===== src/rtl/ts_capture.sv =====
// Two-channel pulse period capture with saturation, timeout and valid strobes.
// Optional 2-flop input synchronizer selected by macro TS_SYNC_EN.
//
// ts_chan ports:
//   clk, rst       clock, synchronous active-high reset
//   pin            pulse input
//   ts, vld, stale last period, update strobe, timeout level
// ts_capture ports:
//   clk, rst       clock, synchronous active-high reset
//   in1, in2       pulse inputs
//   ts1, ts2       last periods, saturated to 2^W-1
//   vld1, vld2     one-cycle update strobes
//   stale1, stale2 timeout levels
// Build options:
//   TS_SYNC_EN     2-flop synchronizer per input (async inputs allowed)

module ts_chan #(
  parameter int W     = 8,
  parameter int MIN_P = 2
) (
  input  logic         clk,
  input  logic         rst,
  input  logic         pin,
  output logic [W-1:0] ts,
  output logic         vld,
  output logic         stale
);

  typedef enum logic [1:0] {
    IDLE,
    ARMED,
    STALE
  } state_t;

  localparam logic [W-1:0] MAXV = {W{1'b1}};
  localparam logic [W-1:0] MINV = W'(MIN_P);
  localparam logic [W-1:0] ONE  = W'(1);

`ifdef TS_SYNC_EN
  logic meta_q, meta_d;
`endif
  logic         sync_q, sync_d;
  logic         prev_q, prev_d;
  logic         edge_det;
  state_t       state_q, state_d;
  logic [W-1:0] cnt_q, cnt_d;
  logic [W-1:0] ts_q, ts_d;
  logic         vld_q, vld_d;
  logic         stale_q, stale_d;
  logic [W-1:0] cnt_inc;

  always_comb begin
`ifdef TS_SYNC_EN
    meta_d = pin;
    sync_d = meta_q;
`else
    sync_d = pin;
`endif
    prev_d   = sync_q;
    edge_det = sync_q & ~prev_q;

    cnt_inc  = (cnt_q == MAXV) ? MAXV : cnt_q + ONE;

    state_d  = state_q;
    cnt_d    = cnt_inc;
    ts_d     = ts_q;
    vld_d    = 1'b0;
    stale_d  = stale_q;

    unique case (state_q)
      IDLE: begin
        if (edge_det) begin
          state_d = ARMED;
          cnt_d   = ONE;
        end
      end
      ARMED: begin
        // Edges too close to the last accepted one are
        // dropped; the count keeps running across them.
        if (edge_det && (cnt_q >= MINV)) begin
          ts_d  = cnt_q;
          vld_d = 1'b1;
          cnt_d = ONE;
        end else if (cnt_q == MAXV) begin
          ts_d    = MAXV;
          vld_d   = 1'b1;
          stale_d = 1'b1;
          state_d = STALE;
        end
      end
      STALE: begin
        cnt_d = MAXV;
        if (edge_det) begin
          state_d = ARMED;
          cnt_d   = ONE;
          stale_d = 1'b0;
        end
      end
      default: begin
        state_d = IDLE;
        cnt_d   = '0;
      end
    endcase
  end

  always_ff @(posedge clk) begin
    if (rst) begin
`ifdef TS_SYNC_EN
      meta_q  <= 1'b0;
`endif
      sync_q  <= 1'b0;
      prev_q  <= 1'b0;
      state_q <= IDLE;
      cnt_q   <= '0;
      ts_q    <= '0;
      vld_q   <= 1'b0;
      stale_q <= 1'b0;
    end else begin
`ifdef TS_SYNC_EN
      meta_q  <= meta_d;
`endif
      sync_q  <= sync_d;
      prev_q  <= prev_d;
      state_q <= state_d;
      cnt_q   <= cnt_d;
      ts_q    <= ts_d;
      vld_q   <= vld_d;
      stale_q <= stale_d;
    end
  end

  assign ts    = ts_q;
  assign vld   = vld_q;
  assign stale = stale_q;

endmodule

module ts_capture #(
  parameter int W     = 8,
  parameter int MIN_P = 2
) (
  input  logic         clk,
  input  logic         rst,
  input  logic         in1,
  input  logic         in2,
  output logic [W-1:0] ts1,
  output logic [W-1:0] ts2,
  output logic         vld1,
  output logic         vld2,
  output logic         stale1,
  output logic         stale2
);

  ts_chan #(
    .W     (W),
    .MIN_P (MIN_P)
  ) u_ch1 (
    .clk   (clk),
    .rst   (rst),
    .pin   (in1),
    .ts    (ts1),
    .vld   (vld1),
    .stale (stale1)
  );

  ts_chan #(
    .W     (W),
    .MIN_P (MIN_P)
  ) u_ch2 (
    .clk   (clk),
    .rst   (rst),
    .pin   (in2),
    .ts    (ts2),
    .vld   (vld2),
    .stale (stale2)
  );

endmodule


===== config.mk =====
export PLATFORM = sky130hd
export DESIGN_NAME = ts_capture
export DESIGN_NICKNAME = d
export VERILOG_FILES = /design/src/rtl/ts_capture.sv
export SDC_FILE = /design/constraint.sdc
export NUM_CORES = 1
export LEC_CHECK = 0
export BUFFER_PORTS_ARGS = -buffer_cell sky130_fd_sc_hd__buf_4
export CORE_MARGIN = 2
export CORE_UTILIZATION = 51
export DETAILED_ROUTE_END_ITERATION = 6
export GPL_ROUTABILITY_DRIVEN = 0
export PLACE_DENSITY_LB_ADDON = 0.2
export SYNTH_ARGS = -nofsm -noshare
export SYNTH_HDL_FRONTEND = slang
export SYNTH_SLANG_ARGS = --single-unit

===== constraint.sdc =====
create_clock -name clk -period 1.8 [get_ports clk]
set_input_delay 0.09 -clock clk [delete_from_list [all_inputs] [get_ports clk]]
set_output_delay 0.09 -clock clk [all_outputs]
set_load 0.01 [all_outputs]

# Word-level counts from Yosys, hierarchy flattened

Cells that the tools add are included.

Add/subtract/negate cells: 2
Order comparisons: 2
Equality and inequality tests: 14
Mux-type cells: 34
Bitwise logic cells: 6
Reductions and logical operators: 18

Operators by type and width:

| cell                                                   | number |
|---|---|
| two-way mux 8 bit                                      | 12 |
| one-hot mux 8 bit (3 select lines)                     | 2 |
| adder 8 x 1 -> 8 bit (second input constant)           | 2 |
| equality test 8 bit (second input constant)            | 2 |
| >= comparator 8 x 2 -> 1 bit (second input constant)   | 2 |
| two-way mux 2 bit                                      | 6 |
| inequality test 2 x 1 -> 1 bit (second input constant) | 6 |
| two-way mux 1 bit                                      | 10 |
| one-hot mux 2 bit (2 select lines)                     | 2 |
| AND reduction 4 bit                                    | 2 |
| nonzero test 2 bit                                     | 4 |
| OR reduction 2 bit                                     | 4 |
| AND reduction 3 bit                                    | 2 |
| equality test 2 x 1 -> 1 bit (second input constant)   | 2 |
| equality test 2 bit (second input constant)            | 2 |
| logical NOT 2 bit                                      | 2 |
| inequality test 2 bit (second input constant)          | 2 |
| inverter 1 bit                                         | 4 |
| one-hot mux 1 bit (2 select lines)                     | 2 |
| AND reduction 2 bit                                    | 2 |
| AND 1 bit                                              | 2 |
| logical AND 1 bit                                      | 2 |

Register bits after elaboration: 44
Bits of input ports: 4

# Depth between registers and ports, before layout

Gate-level depths: netlist of run 1.

Depth after elaboration: 5
Gate-level depth with buffers: 6

# Hierarchy

A second synthesis of run 1 with hierarchy kept.

Cell total of the unflattened synthesis: 226
Area, all modules: 2042.0 µm²

Modules (own cells, without submodules):

| module  | times used | cells each | area each (µm²) | seq. area each (µm²) |
|---|---|---|---|---|
| ts_chan | 2          | 113        | 1021.0          | 440.4 |

# Least setup slack after synthesis of run 1

OpenSTA, ideal clock, no wires.

Kind: flip-flop to flip-flop
Start: register u_ch2.cnt_q[0]
End: register u_ch2.ts_q[0], in the netlist u_ch2.ts[0]
Setup time: 0.134 ns
Data arrival time: 1.744 ns
Required time: 1.666 ns
Slack: -0.078 ns
Cell stages (with the launch flop): 7
Buffers on the path: 0
Clock period less this slack: 1.878 ns
Cells stage by stage: dfxtp_1 -> inv_1 -> ha_1 -> or4_4 -> o21a_1 -> o21ai_2 -> a211oi_1

Word-level cells in the longest chain between the ends: 4
Elaborated cells between the ends (all ways): 6
Those cells by class: 1 x order compare; 1 x eq/ne; 1 x mux; 3 x reduce/logical

RTL lines:

| what                          | RTL line | RTL |
|---|---|---|
| start: declaration            | 46       | `logic [W-1:0] cnt_q, cnt_d;` |
| start signal: assignment      | 125      | `cnt_q <= cnt_d;` |
| >= comparator 8 x 2 -> 1 bit  | 80       | `if (edge_det && (cnt_q >= MINV)) begin` |
| logical AND 1 bit             | 80       |  |
| nonzero test 2 bit (no line)  | -        |  |
| AND reduction 2 bit (no line) | -        |  |
| end signal: assignment        | 126      | `ts_q <= ts_d;` |
| end: declaration              | 47       | `logic [W-1:0] ts_q, ts_d;` |

Several ways; a longest one is shown, not always the timed one.
A chain may end at the register's enable or synchronous reset.

# Worst setup path after layout of run 1

Start: register u_ch1.cnt_q[0]
End: register u_ch1.cnt_q[5]

Word-level cells in the longest chain between the ends: 4
Elaborated cells between the ends (all ways): 8
Those cells by class: 1 x add/sub; 1 x order compare; 1 x eq/ne; 4 x mux; 1 x reduce/logical

RTL lines:

| what                                                          | RTL line | RTL |
|---|---|---|
| start: declaration                                            | 46       |  |
| start signal: assignment                                      | 125      |  |
| adder 8 x 1 -> 8 bit (tied with other cells)                  | 62       | `cnt_inc = (cnt_q == MAXV) ? MAXV : cnt_q + ONE;` |
| two-way mux 8 bit / logical AND 1 bit (equally long branches) | 62, 80   |  |
| two-way mux 8 bit, on equally long branches                   | 80, 72   |  |
| one-hot mux 8 bit (3 select lines) (*)                        | 70       | `unique case (state_q)` |

Mark *: on every way between the ends. The rest lies on a longest branch, timed or not.

==> results list, run 1 <==
- Setup WS pre-CTS: -0.0604 ns
- After synthesis the netlist holds a flip-flop and latch count of 44.
* Remaining antenna violation count after routing: 0
- Timing would allow up to around 560 MHz.
* Vias in the first global route: ~1700
- The mapped netlist covers 2020 sq um.
- Filler cells: a little under 300
- The count of cells in the finished layout, fillers not included, comes to between 300 and 400.
- Dividing the detail-routed via count by the number of cells gives around 5.5.
- Number of buffers inserted during clock tree synthesis: 5
* Number of antenna violations at the first check in global routing: 0
- Share of synthesized area spent on multiplexers: less than 1%
- Number of placement rows: 22
* Overall die width: ~67 um
- Iteration count of the initial detailed-routing pass: 4
- In this run, the number of DRC markers left after iteration 0 of detailed routing was around 180.
* H-tree Lvls: 2
* Combinational family with the most area after synthesis: compound AO/OA/AOI/OAI gates
- Dividing the final minimum period by the clock period gives a little under 100%.
- Critical path launch point type: flip-flop
- Peak supply drop: about 0.64 mV
- Worst Setup End Kind: flip-flop
* Wire length of the first global-routing pass: just under 8000 um
- Of the total synthesized cell area, the portion taken by AND, OR, NAND and NOR gates is 21.3%.
- Final setup violation count: 0
* Pwr dens: between 700 and 800 nW/um^2
- Summing all non-filler instances in the final layout gives an area of around 2600 sq um.
- Fraction of final layout cells with drive strength greater than 1: 29.1%
* Overall track demand over capacity in global routing: 23.6%
- The clock passes through at most 2 buffers.
- Longest individual stage delay on the worst path: between 0.4 and 0.5 ns
- The worst hold path was traced through 2 stages.
- R2R Path Start: u_ch1.cnt_q[0]
- Summing all multi-input logic gate instances after layout gives 1130 sq um.
- Count of placed standard cells including taps: between 300 and 400
- The clock net in this run drives a total of 44 sinks.
* Final HPWL DP: approximately 3000 um
* Area overhead of the layout relative to synthesis: 28.7%
- HP Class: primary input to flip-flop
* Number of primary I/O pins: 24
- The clock period could shrink to around 1.8 ns.
* CP arrival: 1.99 ns
- Cell at the root of the clock tree: sky130_fd_sc_hd__clkbuf_8
- The hold violation total from the final report was 0.
- TritonCTS built the clock tree.
- Once the floorplan was initialized, standard cells occupied between 50% and 60% of the core.
- Met1 wire length: between 2000 and 2500 um
* Fraction of post-synthesis cell area in the top cell type by area: about 44%
- Clock-pin slew was measured on the worst setup and hold paths at 0.08 ns.
* Worst reg2reg endpoint: u_ch1.cnt_q[5]
- Parity-gate share of the synthesized area counting xor and xnor cells: under 10%
- Synthesis instantiated 37 different standard cells from the library.
- Postcts setup bufs: 0
- Detailed route wirelength on metal2: roughly 2000 um
- RSZ-0062 raised after global routing: true
- Wire length per cell after detailed routing: 14.2 um
- Clock latency on the worst-skew pair, taken at its later pin, is 0.30 ns.
* Reg2reg path depth: 6
- sky130_fd_sc_hd__dfxtp_1 takes more of the synthesized area than any other cell.
- Power comes to ~0.0019 W.
* Max-Slew Margin vs Limit: between 50% and 60%
* Final number of max-transition violations: 0
* Synth top cells by count: sky130_fd_sc_hd__dfxtp_1 (44), sky130_fd_sc_hd__nor2_1 (29), sky130_fd_sc_hd__a21oi_1 (18), sky130_fd_sc_hd__inv_1 (18), sky130_fd_sc_hd__a211oi_1 (17)
* Pin slew with the least headroom to its limit: 0.609 ns
* Highest-delay cell along the critical path: sky130_fd_sc_hd__or4_4
- Number of antenna repair diodes: 0
- Adder-cell area share of the yosys netlist: ~2.5%
- Hold Path End: u_ch1.prev_d
* Prevailing post-synth register cell: sky130_fd_sc_hd__dfxtp_1
- Yosys Warn Count: 0
- Across the whole layout, storage elements account for between 800 and 900 sq um.
* Final worst-path setup slack: a little under 0.03 ns
- Pin count of the biggest net entering global routing: 31
- Core area: 3740 sq um
- Worst-case clock skew: approximately 0.005 ns
* Hold Crit Start: rst
* Cell-by-cell listing of the critical path: inv_2 -> ha_4 -> or4_4 -> o32ai_4 -> nor2b_1 -> a311oi_1
- Measured along the y axis, the die boundary spans around 67 um.
- By startpoint and endpoint, the worst setup path is classified as flip-flop to flip-flop.
* Static Leakage: 1.05 nW
- Largest driver fanout on the critical path: 7
- Summed over all failing endpoints, the final setup total negative slack is 0 ns.
* Count of nets after finishing: about 290
- Across the run, the number of max-cap violations was 0.
* Routed wl met3: between 200 and 250 um
- The final layout contains routed wiring with a total length of approximately 4600 um.
- Post-Syn Nets: 239
- The floorplan step defined a die boundary enclosing between 4000 and 5000 sq um.
- Count of input and output buffers: 23
* Number of DRC violations after detailed routing: 0
* Result of the run: finished clean
- Placement Cell Area: about 2400 sq um
- Uppermost metal layer occupied by signal nets: met4
- In this run the mean area of a mapped cell was 8.76 sq um.
- For this run the aggregate overflow at the end of global routing stands at 0.
* Required time reported for the critical path endpoint: between 2 and 2.5 ns
* Via count: between 1500 and 2000
- Counting every instance in the synthesized netlist gives 231.
- Complex-gate fraction of the synthesized area: approximately 25%
* Sequential fraction of the synthesis area: between 40 and 50%
- For flop-to-flop paths, the worst setup slack is between 0.02 and 0.03 ns.
- sky130_fd_sc_hd__dfxtp_1 is the most common cell in the netlist.
- Fraction of registers with async set/reset: 0%
- Number of synthesized flops with an enable pin: 0
- Yosys attributes the largest share of cell area to sky130_fd_sc_hd__dfxtp_1 (44%), sky130_fd_sc_hd__a211oi_1 (6.3%), sky130_fd_sc_hd__nor2_1 (5.4%).
## through the flow
step                util (%)  hold WS (ns)
CTS                     68.3         0.152
detailed placement      64.3         0.304
global route            69.6         0.176
floorplan                  -         0.218
global placement        64.3         0.299
finish                  69.6         0.163
## layout make-up
cell class / instances / share of cell area [%]
Tap cell: 48 / 2.31
Inverter: 18 / 2.59
Clock buffer: 7 / 3.31
Sequential cell: 44 / 34.1
Multi-Input combinational cell: 161 / 43.2
Clock inverter: 1 / 0.288
Timing Repair Buffer: 47 / 14.2
## what timing repair did
| action | CTS | global route |
|---|---|---|
| pin swaps | 4 | 10 |
| gates cloned | 1 | 0 |
| endpoints found under the setup margin | 20 | 21 |
| hold endpoints to repair | 2 | 0 |
| gates resized for setup | 6 | 13 |
| hold buffers | 2 | 0 |
## sequential cells by signal, indices dropped and copies added (netlist names)
signal	cells
u_ch2.stale	1
u_ch1.cnt_q	8
u_ch2.state_q	2
u_ch2.vld	1
u_ch1.state_q	2
u_ch1.prev_q	1
u_ch1.prev_d	1
u_ch1.ts	8
u_ch2.prev_d	1
u_ch2.ts	8
u_ch2.prev_q	1
u_ch1.stale	1
u_ch1.vld	1
u_ch2.cnt_q	8
## how the worst max path moves through the flow
stage / from / end / cells past startpoint
after floorplan: u_ch2.cnt_q[0] / u_ch2.ts[0] / 6
after global placement: u_ch2.cnt_q[0] / u_ch2.ts[5] / 6
after detailed placement: u_ch2.cnt_q[0] / u_ch2.ts[5] / 6
after CTS: u_ch2.cnt_q[0] / u_ch2.cnt_q[4] / 6
after global routing: u_ch1.cnt_q[0] / u_ch1.cnt_q[5] / 6
final: u_ch1.cnt_q[0] / u_ch1.cnt_q[5] / 6
## cells in the final DEF, fill, tap and decap left out, types with 3 or more instances in the layout
cell type | Yosys | routed
sky130_fd_sc_hd__buf_4 | 0 | 44
sky130_fd_sc_hd__dfxtp_1 | 44 | 41
sky130_fd_sc_hd__nor2_1 | 29 | 28
sky130_fd_sc_hd__a21oi_1 | 18 | 18
sky130_fd_sc_hd__inv_1 | 18 | 16
sky130_fd_sc_hd__a211oi_1 | 17 | 14
sky130_fd_sc_hd__nor2b_1 | 10 | 10
sky130_fd_sc_hd__nand2_1 | 10 | 10
sky130_fd_sc_hd__nand2b_1 | 8 | 8
sky130_fd_sc_hd__nand3_1 | 6 | 6
sky130_fd_sc_hd__o21ai_0 | 6 | 6
sky130_fd_sc_hd__clkbuf_8 | 0 | 6
sky130_fd_sc_hd__or4_4 | 4 | 4
sky130_fd_sc_hd__nand4_1 | 4 | 4
sky130_fd_sc_hd__a21o_1 | 4 | 4
sky130_fd_sc_hd__o22ai_1 | 4 | 4
sky130_fd_sc_hd__xor2_1 | 4 | 4
sky130_fd_sc_hd__a211oi_2 | 0 | 3
sky130_fd_sc_hd__and4_1 | 3 | 3
sky130_fd_sc_hd__a31oi_1 | 3 | 3
## logic make-up (layout without fill, tap and decap cells)
family,count (synthesis),after routing
fa+ha+maj,4,4
simple gates,81,81
flops,44,44
buf+inv,27,73
xor+xnor,4,4
mux,2,2
compound gates,69,70
## report_power, final
part / total, W / switching (W) / leakage (nW) / internal (W)
clock network: 0.000649 / 0.000337 / 0.0445 / 0.000312
registers: 0.00102 / 0.0000212 / 0.358 / 0.00100
logic: 0.000241 / 0.000134 / 0.649 / 0.000107
total: 0.00191 / 0.000492 / 1.05 / 0.00142
## routing by layer
layer | GRT usage, % | up-vias
met1 | 33.3 | 824
li1 | - | 914
met4 | 8.42 | 0
met2 | 34.9 | 58
met5 | 0 | -
met3 | 5.57 | 6
## worst max-delay path, delay by kind of cell, from the launching register on
| kind | cells | cell delay, ns |
|---|---|---|
| AOI/OAI and AO/OA | 2 | 0.60 |
| DFF | 1 | 0.34 |
| adders and majority gates | 1 | 0.15 |
| and+or+nand+nor | 2 | 0.56 |
| buffers and inverters | 1 | 0.04 |
Power figures use the tool's default switching activity.
==> run 2: changes to the inputs <==
CORE_UTILIZATION = 53   (was 51)
clock period = 1.7 ns   (was 1.8 ns; I/O delays follow)
==> run 2 against run 1 <==
The run now ends with negative setup slack left. Worst setup slack lost 0.16 ns. Wire length grew 10%. Critical path type unchanged. Core utilization rose by 7.3 points. Combinational power is 24% higher.
==> results list, run 2 (synthesis results as in run 1) <==
- Number of hold violations in the final report: 0 (unchanged)
* Final worst-path setup slack: -0.132 ns (was 0.0292 ns)
- Number of buffers inserted during clock tree synthesis: 5 (unchanged)
- Commonest cells after routing, fill and taps aside: sky130_fd_sc_hd__buf_4 (53), sky130_fd_sc_hd__dfxtp_1 (41), sky130_fd_sc_hd__nor2_1 (26) (was sky130_fd_sc_hd__buf_4 (44), sky130_fd_sc_hd__dfxtp_1 (41), sky130_fd_sc_hd__nor2_1 (28)).
* Iteration count of the initial detailed-routing pass: 4 (unchanged)
- Worst reg2reg endpoint: u_ch1.cnt_q[0] (was u_ch1.cnt_q[5])
- The worst setup slack before clock tree synthesis came to -0.110 ns (was -0.0604 ns).
- The worst-case register-to-register setup slack was -0.13 ns (was 0.03 ns).
- Post-route minimum period: 1.83 ns (was 1.77 ns)
* Worst Setup End Kind: flip-flop (unchanged)
- The level count of the clock H-tree was 2 (unchanged).
* Max-Slew Margin vs Limit: 73.2% (was 59.3%)
* Count of input and output buffers: 23 (unchanged)
- RSZ-0062 raised after global routing: true (unchanged)
- The initial antenna violation count was 0 (unchanged).
- Final number of max-transition violations: 0 (unchanged)
- Final HPWL DP: 3100 um (was 3000 um)
- The worst setup path category was flip-flop to flip-flop (unchanged).
* Fraction of final layout cells with drive strength greater than 1: 36.7% (was 29.1%)
- The area after detailed placement is 2440 sq um (was 2410 sq um).
* Leading cell type in the layout, fill and taps excluded: sky130_fd_sc_hd__buf_4 (unchanged)
* Remaining antenna violation count after routing: 0 (unchanged)
* Final clock period utilization by the worst path: 108% (was 98.4%)
- The clock sink count came to 44 (unchanged).
- The top-level port count came to 24 (unchanged).
* Buffer levels on the longest clock path: 2 (unchanged)
- Hold Path End: u_ch2.vld (was u_ch1.prev_d)
- Final total power: 0.00249 W (was 0.00191 W)
* Clock latency of the later-clocked register in the worst-skew pair: 0.30 ns (about the same)
- Area overhead of the layout relative to synthesis: 39.1% (was 28.7%)
- The number of rows created at floorplan was 22 (unchanged).
- Multi-input logic area: 1200 sq um (was 1130 sq um)
* CP arrival: 2.01 ns (was 1.99 ns)
- Wire length of the first global-routing pass: 8310 um (was 7890 um)
- Largest driver fanout on the critical path: 5 (was 7)
- The startpoint of the most critical hold path is rst (unchanged).
* Number of DRC violations after detailed routing: 0 (unchanged)
- The core box area came to 3660 sq um (was 3740 sq um).
- The number of violations of the max-capacitance limit was 0 (unchanged).
- The number of antenna repair diodes is 0 (unchanged).
- The startpoint of the worst register-to-register path was u_ch1.cnt_q[0] (unchanged).
* Share of the core filled with cells: 76.9% (was 69.6%)
- The global routing usage summed across all routing layers came to 25.1% (was 23.6%).
- Hold Crit Depth: 2 (unchanged)
- The type of the tightest min-delay check was primary input to flip-flop (unchanged).
- The final number of setup-violating endpoints is 28 (was 0).
- The largest net degree at the start of global routing is 31 (unchanged).
* Die height: 65.8 um (was 67.0 um)
* Cell at the root of the clock tree: sky130_fd_sc_hd__clkbuf_8 (unchanged)
- Pin slew with the least headroom to its limit: 0.402 ns (was 0.609 ns)
- The path depth of the worst reg2reg path came to 7 (was 6).
- CTS tree: built (unchanged)
* Wire length per cell after detailed routing: 15.1 um (was 14.2 um)
- Static Leakage: 1.15 nW (was 1.05 nW)
- Initial drt markers: 193 (was 181)
* Die Footprint: 4330 sq um (was 4490 sq um)
- The mean number of vias per cell came to 5.62 (was 5.53).
- The peak supply drop was 0.688 mV (was 0.644 mV).
- Vias in the first global route: 1785 (was 1681)
* Pwr dens: 884 nW/um^2 (was 734 nW/um^2)
* CTS clock-pin slew for the worst setup and hold paths: 0.09 ns (was 0.08 ns)
* Critical path launch point type: flip-flop (unchanged)
- The total of fill cells in the finished design is 256 (was 298).
- The data required time of the critical path is 1.88 ns (was 2.02 ns).
- Overall die width: 65.8 um (was 67.0 um)
- Count of nets after finishing: 296 (was 285)
- WL final: 5100 um (was 4630 um)
* Worst-case clock skew: 0.00870 ns (was 0.00498 ns)
* Maximum frequency from static timing analysis: 546 MHz (was 565 MHz)
* Sequential cell area: 885 sq um (was 887 sq um)
- Final instance area: 2820 sq um (was 2610 sq um)
- Result of the run: finished, violations left (was finished clean)
* First element of the critical path: u_ch1.cnt_q[0] (unchanged)
* Starting density of the core: 55.3% (was 54.1%)
* Violated checks: negative setup slack
- The overall overflow remaining after global route was 0 (unchanged).
- The total via count in the routed design was 1895 (was 1802).
-- run 2: critical path, cell delays in order (launching register included) --
cell and delay (ns):
sky130_fd_sc_hd__dfxtp_2 0.34, sky130_fd_sc_hd__inv_2 0.03, sky130_fd_sc_hd__ha_2 0.16, sky130_fd_sc_hd__or4_4 0.46
sky130_fd_sc_hd__buf_4 0.16, sky130_fd_sc_hd__o21a_4 0.21, sky130_fd_sc_hd__o21ai_4 0.23, sky130_fd_sc_hd__a31oi_1 0.12
-- run 2: per-stage QoR --
stage	hold WS, ns	cells	setup TNS [ns]
finish	0.177	337	-1.93
global route	0.181	337	-3.91
CTS	0.154	332	-0.409
detailed placement	0.301	320	-1.70
global placement	0.296	320	-0.890
floorplan	0.213	231	-0.326
-- run 2: power by group --
group / switching (W) / leakage (nW) / internal [W]
Clock: 0.000369 / 0.0784 / 0.000735
Sequential: 0.0000253 / 0.358 / 0.00106
Combinational: 0.000159 / 0.713 / 0.000139
-- run 2: final cells by class --
class	count	share of cell area, %
Clock buffer	5	2.44
Clock inverter	3	3.20
Inverter	18	2.40
Multi-Input combinational cell	162	42.8
Sequential cell	44	31.4
Tap cell	48	2.13
Timing Repair Buffer	57	15.6
-- run 2: worst max-delay path by stage --
stage / slack [ns] / cells after the start / endpoint
global placement: -0.08 / 6 / u_ch2.ts[3]
global route: -0.23 / 7 / u_ch1.cnt_q[0]
finish: -0.13 / 7 / u_ch1.cnt_q[0]
detailed placement: -0.11 / 6 / u_ch2.ts[4]
floorplan: -0.04 / 6 / u_ch2.ts[0]
CTS: -0.08 / 6 / u_ch1.cnt_q[5]
-- run 2: layer usage --
layer | up-vias | global-route usage, % | share of wire, %
li1 | 937 | - | -
met2 | 61 | 38.9 | 47
met4 | 0 | 9.64 | 1.4
met3 | 7 | 5.96 | 5.5
met1 | 890 | 33.8 | 46
met5 | - | 0 | 0
-- run 2: timing repair --
item	in CTS	in global routing
buffers inserted	0	5
setup endpoints to repair	30	35
gates resized for setup	9	23
cloned	2	0
hold buffers	2	0
pin swaps	15	28
hold endpoints to repair	2	0
==> run 3: changes to the inputs <==
RECOVER_POWER = 100   (was default)
SKIP_LAST_GASP = 1   (was default)
==> run 3 against run 2 <==
The run still ends with negative setup slack left. Critical path depth stayed put. Largest cell class unchanged. Wire length increased by 0.45%. Fmax down 0.60%. Largest power group unchanged. Highest routed layer unchanged. Core utilization shrank 2.4 points. Cell count unchanged.
==> results list, run 3 (synthesis results as in run 1) <==
- Result of the run: finished, violations left (unchanged).
- Violated checks: negative setup slack (unchanged).
* Final total power: 0.00248 W (was 0.00249 W)
- The number of antenna repair diodes is 0 (unchanged).
- Vias in the first global route: 1794 (was 1785)
- Commonest cells after routing, fill and taps aside: sky130_fd_sc_hd__dfxtp_1 (41), sky130_fd_sc_hd__buf_4 (32), sky130_fd_sc_hd__nor2_1 (25) (was sky130_fd_sc_hd__buf_4 (53), sky130_fd_sc_hd__dfxtp_1 (41), sky130_fd_sc_hd__nor2_1 (26)).
* Max-cap check violation count: 0 (unchanged)
* Clock sink count: 44 (unchanged)
- Number of primary I/O pins: 24 (unchanged)
- Mean number of vias per cell: 5.65 (was 5.62)
- The standard cell with the maximum stage delay on the critical path is sky130_fd_sc_hd__or4_4 (unchanged).
- The worst setup path category is flip-flop to flip-flop (unchanged).
- The overall overflow remaining after global route was 0 (unchanged).
- Placement Cell Area: 2440 sq um (unchanged)
- The number of rows created at floorplan is 22 (unchanged).
- The largest driver fanout on the critical path is 5 (unchanged).
- The count of nets after finishing was 296 (unchanged).
- The final period utilization came to 108% (about the same).
- The level count of the clock H-tree is 2 (unchanged).
* Required time reported for the critical path endpoint: 1.88 ns (about the same)
* Internal power: 0.00193 W (about the same)
- WL final: 5120 um (was 5100 um)
- Longest individual stage delay on the worst path: 0.46 ns (about the same)
- Die Footprint: 4330 sq um (unchanged)
- The worst-case setup margin in the final layout came to -0.143 ns (was -0.132 ns).
- Via count: 1903 (was 1895)
- Worst reg2reg endpoint: u_ch1.cnt_q[0] (unchanged)
- The clock transition at the register clock pins on the worst setup and hold paths after CTS is 0.08 ns (was 0.09 ns).
* Remaining antenna violation count after routing: 0 (unchanged)
- The critical path data arrival time is 2.02 ns (was 2.01 ns).
- The shortest clock period the worst path allows after layout was 1.84 ns (was 1.83 ns).
- HP Class: primary input to flip-flop (unchanged)
- Max-Slew Margin vs Limit: 73.3% (was 73.2%)
- Buffer levels on the longest clock path: 2 (unchanged)
* Final HPWL DP: 3100 um (unchanged)
- The proportion of power drawn by flip-flops and latches is 43.8% (was 43.6%).
- The number of buffer and inverter instances along the worst setup path is 2 (unchanged).
- Final number of max-transition violations: 0 (unchanged)
* Total net switching power: 0.000550 W (was 0.000554 W)
- Pin slew with the least headroom to its limit: 0.400 ns (was 0.402 ns)
- RSZ-0062 raised after global routing: true (unchanged).
* Critical path launch point type: flip-flop (unchanged)
- Clock latency of the later-clocked register in the worst-skew pair: 0.30 ns (about the same)
- Cell at the root of the clock tree: sky130_fd_sc_hd__clkbuf_8 (unchanged)
* First element of the critical path: u_ch1.cnt_q[0] (unchanged)
* Final setup violation count: 27 (was 28)
- Area overhead of the layout relative to synthesis: 34.8% (was 39.1%)
- Count of placed standard cells including taps: 320 (unchanged)
- Number of hold violations in the final report: 0 (unchanged)
- The largest net degree at the start of global routing came to 31 (unchanged).
- The non-filler instance count after layout was 337 (unchanged).
- The wire length of the first global-routing pass was 8300 um (was 8310 um).
- The worst-case register-to-register setup slack was -0.14 ns (was -0.13 ns).
- Overall die width: 65.8 um (unchanged)
- Setup WS pre-CTS: -0.110 ns (unchanged)
- The y dimension of the die came to 65.8 um (unchanged).
- CTS tree: built (unchanged)
* Power share of the combinational group: 11.6% (was 12.0%)
* CP top delay family: compound AO/OA/AOI/OAI gates (unchanged)
* Hold Path End: u_ch2.vld (unchanged)
- Cell-by-cell listing of the critical path: inv_2 -> ha_2 -> or4_4 -> buf_4 -> o21a_4 -> o21ai_4 -> a31oi_1 (unchanged).
- The total negative slack for setup checks was -2.18 ns (was -1.93 ns).
* Count of input and output buffers: 23 (unchanged)
- Core area: 3660 sq um (unchanged)
- Sw Ratio: 22.2% (was 22.3%)
- The peak supply drop came to 0.688 mV (about the same).
- The average wire length per cell after detail routing came to 15.2 um (was 15.1 um).
* Pwr dens: 907 nW/um^2 (was 884 nW/um^2)
- The static leakage was 1.06 nW (was 1.15 nW).
- The most common cell after layout, fill and taps aside is sky130_fd_sc_hd__dfxtp_1 (was sky130_fd_sc_hd__buf_4).
- Iteration count of the initial detailed-routing pass: 4 (unchanged)
- The number of buffers added by the clock tree synthesis step was 5 (unchanged).
- The initial antenna violation count is 0 (unchanged).
* Reg2reg path depth: 7 (unchanged)
- Initial drt markers: 140 (was 193)
* Starting density of the core: 55.3% (unchanged)
- The final standard cell area without fillers came to 2730 sq um (was 2820 sq um).
- The hold path depth was 2 (unchanged).
- The startpoint of the most critical hold path was rst (unchanged).
- Fraction of final layout cells with drive strength greater than 1: 29.1% (was 36.7%)
* Worst-case clock skew: 0.00862 ns (was 0.00870 ns)
- Overall track demand over capacity in global routing: 25.1% (unchanged)
- Number of DRC violations after detailed routing: 0 (unchanged)
- The endpoint type of the worst setup path was a flip-flop (unchanged).
- The startpoint of the worst register-to-register path was u_ch1.cnt_q[0] (unchanged).
* Clock network fraction of total power: 44.6% (was 44.4%)
- Maximum frequency from static timing analysis: 543 MHz (was 546 MHz)
## run 3: cell count changes in the layout (fill, tap and decap cells not counted)
cell,previous run,this run
sky130_fd_sc_hd__nor2_2,3,4
sky130_fd_sc_hd__a211oi_2,10,9
sky130_fd_sc_hd__nor2_1,26,25
sky130_fd_sc_hd__buf_6,2,1
sky130_fd_sc_hd__clkbuf_1,0,20
sky130_fd_sc_hd__a211oi_1,7,8
sky130_fd_sc_hd__buf_4,53,32
sky130_fd_sc_hd__a21oi_2,3,2
sky130_fd_sc_hd__a21oi_1,15,16
sky130_fd_sc_hd__nand2_1,9,10
sky130_fd_sc_hd__clkbuf_4,0,2
sky130_fd_sc_hd__nand2_2,1,0
## run 3: metal layers
| metal | GRT usage (%) | vias up | part of all wire [%] |
|---|---|---|---|
| met2 | 38.3 | 63 | 47 |
| met4 | 10.7 | 0 | 1.3 |
| li1 | - | 942 | - |
| met1 | 33.6 | 892 | 46 |
| met5 | 0 | - | 0 |
| met3 | 6.47 | 6 | 5.6 |
## run 3: worst max-delay path by stage
stage | to | slack, ns | depth (start not counted)
2_1_floorplan | u_ch2.ts[0] | -0.04 | 6
5_1_grt | u_ch1.cnt_q[0] | -0.24 | 7
3_3_place_gp | u_ch2.ts[3] | -0.08 | 6
6_report | u_ch1.cnt_q[0] | -0.14 | 7
3_5_place_dp | u_ch2.ts[4] | -0.11 | 6
4_1_cts | u_ch2.cnt_q[4] | -0.09 | 6
## run 3: worst register-to-register path, cell delays in order, from the launching register on
cell and delay, ns:
sky130_fd_sc_hd__dfxtp_2 0.34, sky130_fd_sc_hd__inv_2 0.03, sky130_fd_sc_hd__ha_2 0.16, sky130_fd_sc_hd__or4_4 0.46, sky130_fd_sc_hd__buf_4 0.16, sky130_fd_sc_hd__o21a_4 0.23
sky130_fd_sc_hd__o21ai_4 0.22, sky130_fd_sc_hd__a31oi_1 0.12
## run 3: per-stage QoR
step,hold WS (ns),utilization [%]
2_1_floorplan,0.213,-
3_3_place_gp,0.296,66.7
3_5_place_dp,0.301,66.7
4_1_cts,0.154,73.1
5_1_grt,0.179,74.5
6_report,0.175,74.5
## run 3: what timing repair did
item | CTS | global route
hold buffers | 2 | 0
setup endpoints to repair | 30 | 35
resized for setup | 9 | 20
pin swaps | 13 | 28
gates cloned | 2 | 0
hold endpoints to repair | 2 | 0
buffers inserted | 0 | 5
## run 3: area by class of cell
class	instances	area, sq um
multi-input combinational	162	1200
fill	272	932
sequential	44	885
timing repair buffer	57	362
clock inverter	3	90.1
clock buffer	5	68.8
inverter	18	67.6
tap	48	60.1
## run 3: power by group through the flow
stage,sequential [W],clock [W],combinational (W)
2_1_floorplan,0.00111,0,0.000149
3_5_place_dp,0.00111,0,0.000235
5_1_grt,0.00109,0.00117,0.000307
4_1_cts,0.00108,0.00112,0.000259
6_report,0.00109,0.00110,0.000286
3_3_place_gp,0.00110,0,0.000235
